**src/rtl/block_pixel_unpacker.sv**
```systemverilog
// Buffers wide plaintext blocks in a small FIFO and serialises them MSB-byte-first
// onto a valid/ready pixel stream, marking image boundaries with tlast/frame_done.
module block_pixel_unpacker #(
  parameter int DATA_WIDTH = 256,
  parameter int PIX_WIDTH  = 8,
  parameter int FIFO_DEPTH = 4,
  parameter int IMG_PIXELS = 65536
) (
  input  logic                          clk,
  input  logic                          reset_n,
  input  logic                          clear,
  input  logic                          in_valid,
  input  logic [DATA_WIDTH-1:0]         in_data,
  output logic                          m_tvalid,
  input  logic                          m_tready,
  output logic [PIX_WIDTH-1:0]          m_tdata,
  output logic                          m_tlast,
  output logic [$clog2(FIFO_DEPTH):0]   fifo_level,
  output logic                          overflow,
  output logic                          frame_done
);

  localparam int BPB = DATA_WIDTH / PIX_WIDTH;
  localparam int AW  = $clog2(FIFO_DEPTH);
  localparam int LW  = AW + 1;
  localparam int IW  = (BPB > 1) ? $clog2(BPB) : 1;
  localparam int PW  = (IMG_PIXELS > 1) ? $clog2(IMG_PIXELS) : 1;
  localparam logic [IW-1:0] IDX_LAST   = IW'(BPB - 1);
  localparam logic [PW-1:0] PCNT_LAST  = PW'(IMG_PIXELS - 1);
  localparam logic [LW-1:0] LEVEL_FULL = LW'(FIFO_DEPTH);

  typedef enum logic {IDLE, SEND} state_t;

  logic [DATA_WIDTH-1:0] mem [FIFO_DEPTH];
  logic [AW-1:0]         wr_ptr_reg, rd_ptr_reg;
  logic [LW-1:0]         level_reg;

  state_t                state_reg;
  logic [DATA_WIDTH-1:0] hold_reg;
  logic [IW-1:0]         idx_reg;
  logic [PW-1:0]         pcnt_reg;
  logic                  valid_reg;
  logic                  overflow_reg;
  logic                  frame_done_reg;

  logic fifo_empty, fifo_full, xfer, pop, push, drop;
  logic [PIX_WIDTH-1:0] pix_arr [BPB];

  assign fifo_empty = (level_reg == '0);
  assign fifo_full  = (level_reg == LEVEL_FULL);
  assign xfer       = valid_reg && m_tready;

  // A pop frees a slot in the same cycle, so a full FIFO can still accept a write.
  assign pop  = !clear && !fifo_empty &&
                ((state_reg == IDLE) || (xfer && (idx_reg == IDX_LAST)));
  assign push = in_valid && !clear && (!fifo_full || pop);
  assign drop = in_valid && !clear && fifo_full && !pop;

  always_ff @(posedge clk) begin
    if (push) mem[wr_ptr_reg] <= in_data;
  end

  always_ff @(posedge clk or negedge reset_n) begin
    if (!reset_n) begin
      wr_ptr_reg <= '0;
      rd_ptr_reg <= '0;
      level_reg  <= '0;
    end else if (clear) begin
      wr_ptr_reg <= '0;
      rd_ptr_reg <= '0;
      level_reg  <= '0;
    end else begin
      if (push) wr_ptr_reg <= wr_ptr_reg + 1'b1;
      if (pop)  rd_ptr_reg <= rd_ptr_reg + 1'b1;
      case ({push, pop})
        2'b10:   level_reg <= level_reg + 1'b1;
        2'b01:   level_reg <= level_reg - 1'b1;
        default: level_reg <= level_reg;
      endcase
    end
  end

  always_ff @(posedge clk or negedge reset_n) begin
    if (!reset_n) begin
      state_reg      <= IDLE;
      hold_reg       <= '0;
      idx_reg        <= '0;
      pcnt_reg       <= '0;
      valid_reg      <= 1'b0;
      overflow_reg   <= 1'b0;
      frame_done_reg <= 1'b0;
    end else if (clear) begin
      state_reg      <= IDLE;
      idx_reg        <= '0;
      pcnt_reg       <= '0;
      valid_reg      <= 1'b0;
      overflow_reg   <= 1'b0;
      frame_done_reg <= 1'b0;
    end else begin
      frame_done_reg <= xfer && (pcnt_reg == PCNT_LAST);
      if (drop) overflow_reg <= 1'b1;
      if (xfer) pcnt_reg <= (pcnt_reg == PCNT_LAST) ? '0 : pcnt_reg + 1'b1;

      case (state_reg)
        IDLE: begin
          if (pop) begin
            hold_reg  <= mem[rd_ptr_reg];
            idx_reg   <= '0;
            state_reg <= SEND;
            valid_reg <= 1'b1;
          end
        end
        SEND: begin
          if (xfer) begin
            if (idx_reg != IDX_LAST) begin
              idx_reg <= idx_reg + 1'b1;
            end else if (pop) begin
              // Chain straight into the next block with no idle cycle.
              hold_reg <= mem[rd_ptr_reg];
              idx_reg  <= '0;
            end else begin
              state_reg <= IDLE;
              valid_reg <= 1'b0;
            end
          end
        end
        default: state_reg <= IDLE;
      endcase
    end
  end

  genvar gi;
  generate
    for (gi = 0; gi < BPB; gi++) begin : g_pix
      assign pix_arr[gi] = hold_reg[DATA_WIDTH-1-gi*PIX_WIDTH -: PIX_WIDTH];
    end
  endgenerate

  assign m_tvalid   = valid_reg;
  assign m_tdata    = pix_arr[idx_reg];
  assign m_tlast    = valid_reg && (pcnt_reg == PCNT_LAST);
  assign fifo_level = level_reg;
  assign overflow   = overflow_reg;
  assign frame_done = frame_done_reg;

endmodule

```
**config.mk**
```make
export PLATFORM = sky130hd
export DESIGN_NAME = block_pixel_unpacker
export DESIGN_NICKNAME = d
export VERILOG_FILES = /design/src/rtl/block_pixel_unpacker.sv
export SDC_FILE = /design/constraint.sdc
export NUM_CORES = 1
export LEC_CHECK = 0
export CORE_AREA = 8 8 393 395
export CTS_CLUSTER_DIAMETER = 40
export DETAILED_ROUTE_END_ITERATION = 10
export DIE_AREA = 0 0 401 403
export GPL_TIMING_DRIVEN = 0
export MAX_ROUTING_LAYER = met4
export PLACE_DENSITY = 0.55
export SETUP_SLACK_MARGIN = 0.4
export SLEW_MARGIN = 15
export SYNTH_ARGS = -nofsm -noshare
export SYNTH_HDL_FRONTEND = slang
export SYNTH_SLANG_ARGS = --single-unit
export TNS_END_PERCENT = 10
```
**constraint.sdc**
```tcl
create_clock -name clk -period 11.5 [get_ports clk]
set_clock_uncertainty 0.1 [all_clocks]
set_input_delay 1.15 -clock clk [delete_from_list [all_inputs] [get_ports clk]]
set_output_delay 1.15 -clock clk [all_outputs]
set_load 0.01 [all_outputs]
```
==> flow_summary.json <==
{
  "hpwl_mm": 87.9,
  "synthDistinctLibCells": 50,
  "cp_data_required_time_ns": 10.25,
  "overflow": 0,
  "pwr-share-comb_pct": 19.6,
  "tightestPinTransition_ns": 1.23,
  "cts_setup_buffers": 0,
  "min_period_ns": 5.86,
  "wire_per_inst_um": 26.5,
  "cts_hold_buffers": 0,
  "min_path_type": "primary input to asynchronous set/reset pin",
  "p_per_area_nw_per_um2": 228,
  "cp-start-kind": "flip-flop",
  "setup_violations": 0,
  "synthesis.area_sq_um": 50100,
  "yosysWarnings": 0,
  "rr_worst_depth": 9,
  "reg2reg_slack_ns": 6.82,
  "finalHoldViolCount": 0,
  "ys_ff_latch": 1312,
  "dieWidth_um": 401,
  "place_worst_setup_slack_ns": 6.33,
  "dr.pass1.iters": 5,
  "start_util_pct": 33.7,
  "io_buffers": 273,
  "grt_first_pass_wirelength_mm": 182,
  "grt_setup_unrepaired": "false",
  "die_h_um": 403,
  "cts-root-buf": "clkbuf_16",
  "synth_edf_count": 1024,
  "syn_nets": 2458,
  "grt_max_degree": 95,
  "yosysSeqAreaShare_pct": 75.8,
  "dieArea_sq_um": 162000,
  "clock.fmax_mhz": 171,
  "leakage_nw": 20.2,
  "cts_tree": "done",
  "synth_cells": 2189,
  "post_cts_resized": 0,
  "maxSlewViolCount": 0,
  "path_class": "flip-flop to output pin",
  "grt_pass1_vias": 25700,
  "rows": 142,
  "outcome": "complete, no violations",
  "avgSynthCellArea_sq_um": 22.9,
  "h-tree-depth": 4,
  "nNetsFinal": 2924,
  "drt-initial-drc-count": 1793,
  "syn_to_final_growth_pct": 23.1,
  "via_count": 23800,
  "synthArstFlopShare_pct": 22.0,
  "place_congestion": 0.757,
  "path_max_fanout": 10,
  "clockPowerShare_pct": 36.8,
  "clk_latency_ns": 0.77,
  "ant_nets": 0,
  "clk_path_buf_depth": 3,
  "p_sw_w": 0.00367,
  "drc_errors": 0,
  "antenna_found_initial": 62,
  "swShare_pct": 26.1,
  "ios": 276,
  "core_area_sq_um": 149000,
  "internal_power_w": 0.0104,
  "via_per_inst": 4.99,
  "largest_reg_flops": 1024,
  "layout-drive-gt1-share_pct": 33.4,
  "slew_headroom_pct": 18.3,
  "cts_sinks": 1312,
  "cp.arrival_ns": 4.61,
  "grt_usage_pct": 16.0,
  "cts_buffers": 163,
  "utilization_pct": 41.5,
  "r2r_end": "mem[1][91]",
  "peakVddDrop_mv": 0.107,
  "cp-end-kind": "output pin",
  "maxCapViolCount": 0,
  "routed_wl_mm": 127,
  "seqPwrFrac_pct": 43.7,
  "synth_top_flop_cell": "edfxtp_1",
  "cts.clk_slew.worst_paths_ns": 0.06,
  "timing.final.crit_share_pct": 50.9,
  "setup_ws_ns": 5.64,
  "r2r_start": "idx_reg[2]"
}
[synth_stat cells (3+ instances only)]
master    count  area (sq um)
and2_1        6          37.5
o211ai_1      3          22.5
nand4_1       9          56.3
or4_1         3          22.5
buf_2        33           165
nor4_1        3          18.8
nand2b_1      3          18.8
edfxtp_1   1024         30700
mux2_2      266          3000
a21oi_1       9          45.0
buf_1        22          82.6
xnor2_1       6          52.6
xor2_1        6          52.6
nand2_1       8          30.0
nor2_1       21          78.8
nor3_1        5          25.0
ha_1          7          87.6
mux4_2      326          7340
nand3_1      12          60.1
a22o_1        3          26.3
or3_1         8          50.1
inv_1        11          41.3
dfrtp_1     288          7210
mux4_1        9           236
a31oi_1       6          37.5
o21ai_0       8          40.0
clkbuf_1     55           206
[power groups by stage]
| stage | sequential, W | combinational (W) | clock (W) |
|---|---|---|---|
| 2_1_floorplan | 0.00607 | 0.00188 | 0 |
| 3_3_place_gp | 0.00631 | 0.00272 | 0 |
| 3_5_place_dp | 0.00624 | 0.00280 | 0 |
| 4_1_cts | 0.00615 | 0.00282 | 0.00529 |
| 5_1_grt | 0.00621 | 0.00296 | 0.00547 |
| 6_report | 0.00614 | 0.00275 | 0.00517 |
[layout make-up]
type / instances / area [sq um]
Inverter: 11 / 41.3
Buffer: 113 / 495
Timing Repair Buffer: 301 / 3450
Fill cell: 12900 / 86900
Clock inverter: 97 / 1090
Clock buffer: 207 / 4500
Multi-Input combinational cell: 753 / 11600
Sequential cell: 1312 / 38000
Antenna cell: 39 / 97.6
Tap cell: 1944 / 2430
[kinds of logic (layout without fill, tap and decap cells)]
family,count (synthesis),after routing,synth area share [%]
fa+ha+maj,8,8,0.215
mux,602,602,21.2
buf+inv,124,729,1.06
other cells,0,39,0
simple gates,86,86,0.910
xor+xnor,12,12,0.210
compound gates,45,45,0.630
flops,1312,1312,75.8
[per-stage QoR]
stage | hold WS (ns) | setup TNS [ns] | cell area, sq um | total power (W) | instances
floorplan | 0.372 | 0 | 50100 | 0.00795 | 2189
global placement | 0.387 | -4520.80 | 55200 | 0.00903 | 4406
detailed placement | 0.392 | 0 | 56000 | 0.00904 | 4434
CTS | 0.227 | 0 | 61600 | 0.0143 | 4738
global route | 0.250 | 0 | 61600 | 0.0146 | 4774
finish | 0.238 | 0 | 61700 | 0.0141 | 4777
[layout by cell type, fill, tap and decap left out, drive strengths merged, types with 3 or more instances in the layout]
master / instances
a22o: 3
mux2: 266
diode: 39
o31ai: 3
buf: 87
edfxtp: 1024
and2: 6
mux4: 336
bufinv: 15
clkbuf: 262
dfrtp: 288
o21ai: 8
a31oi: 6
nor4: 3
ha: 7
clkdlybuf4s50: 272
xor2: 6
nand4: 9
o211ai: 3
nor2: 21
or4: 3
clkinvlp: 13
a21oi: 9
clkinv: 47
nand2b: 3
or3: 8
nand3: 12
nand2: 8
xnor2: 6
inv: 33
nor3: 5
[worst max-delay path, stage by stage, from the launching register on]
cell and delay [ns]:
dfrtp_1 0.50, buf_1 0.65, clkbuf_1 0.68, mux4_2 0.51
mux4_2 0.56, mux2_2 0.39, clkdlybuf4s50_1 0.53
[routing by layer]
layer  up-vias  wire length, um  track usage [%]
met5         -                0                -
met4         0             2480             4.10
met3       189             8580             4.92
met2       654            62400             25.6
met1     12800            53100             19.9
li1      10200                -                -
[worst max path at each step]
stage                     from       endpoint  slack, ns  cells past startpoint
floorplan           idx_reg[2]      mem[0][0]       3.02                      6
global placement       reset_n  hold_reg[162]      -4.96                      1
detailed placement  idx_reg[1]     m_tdata[7]       6.33                      6
CTS                 idx_reg[1]     m_tdata[7]       5.47                      6
global route        idx_reg[1]     m_tdata[7]       5.49                      6
finish              idx_reg[1]     m_tdata[0]       5.64                      6
Power figures use the tool's default switching activity.
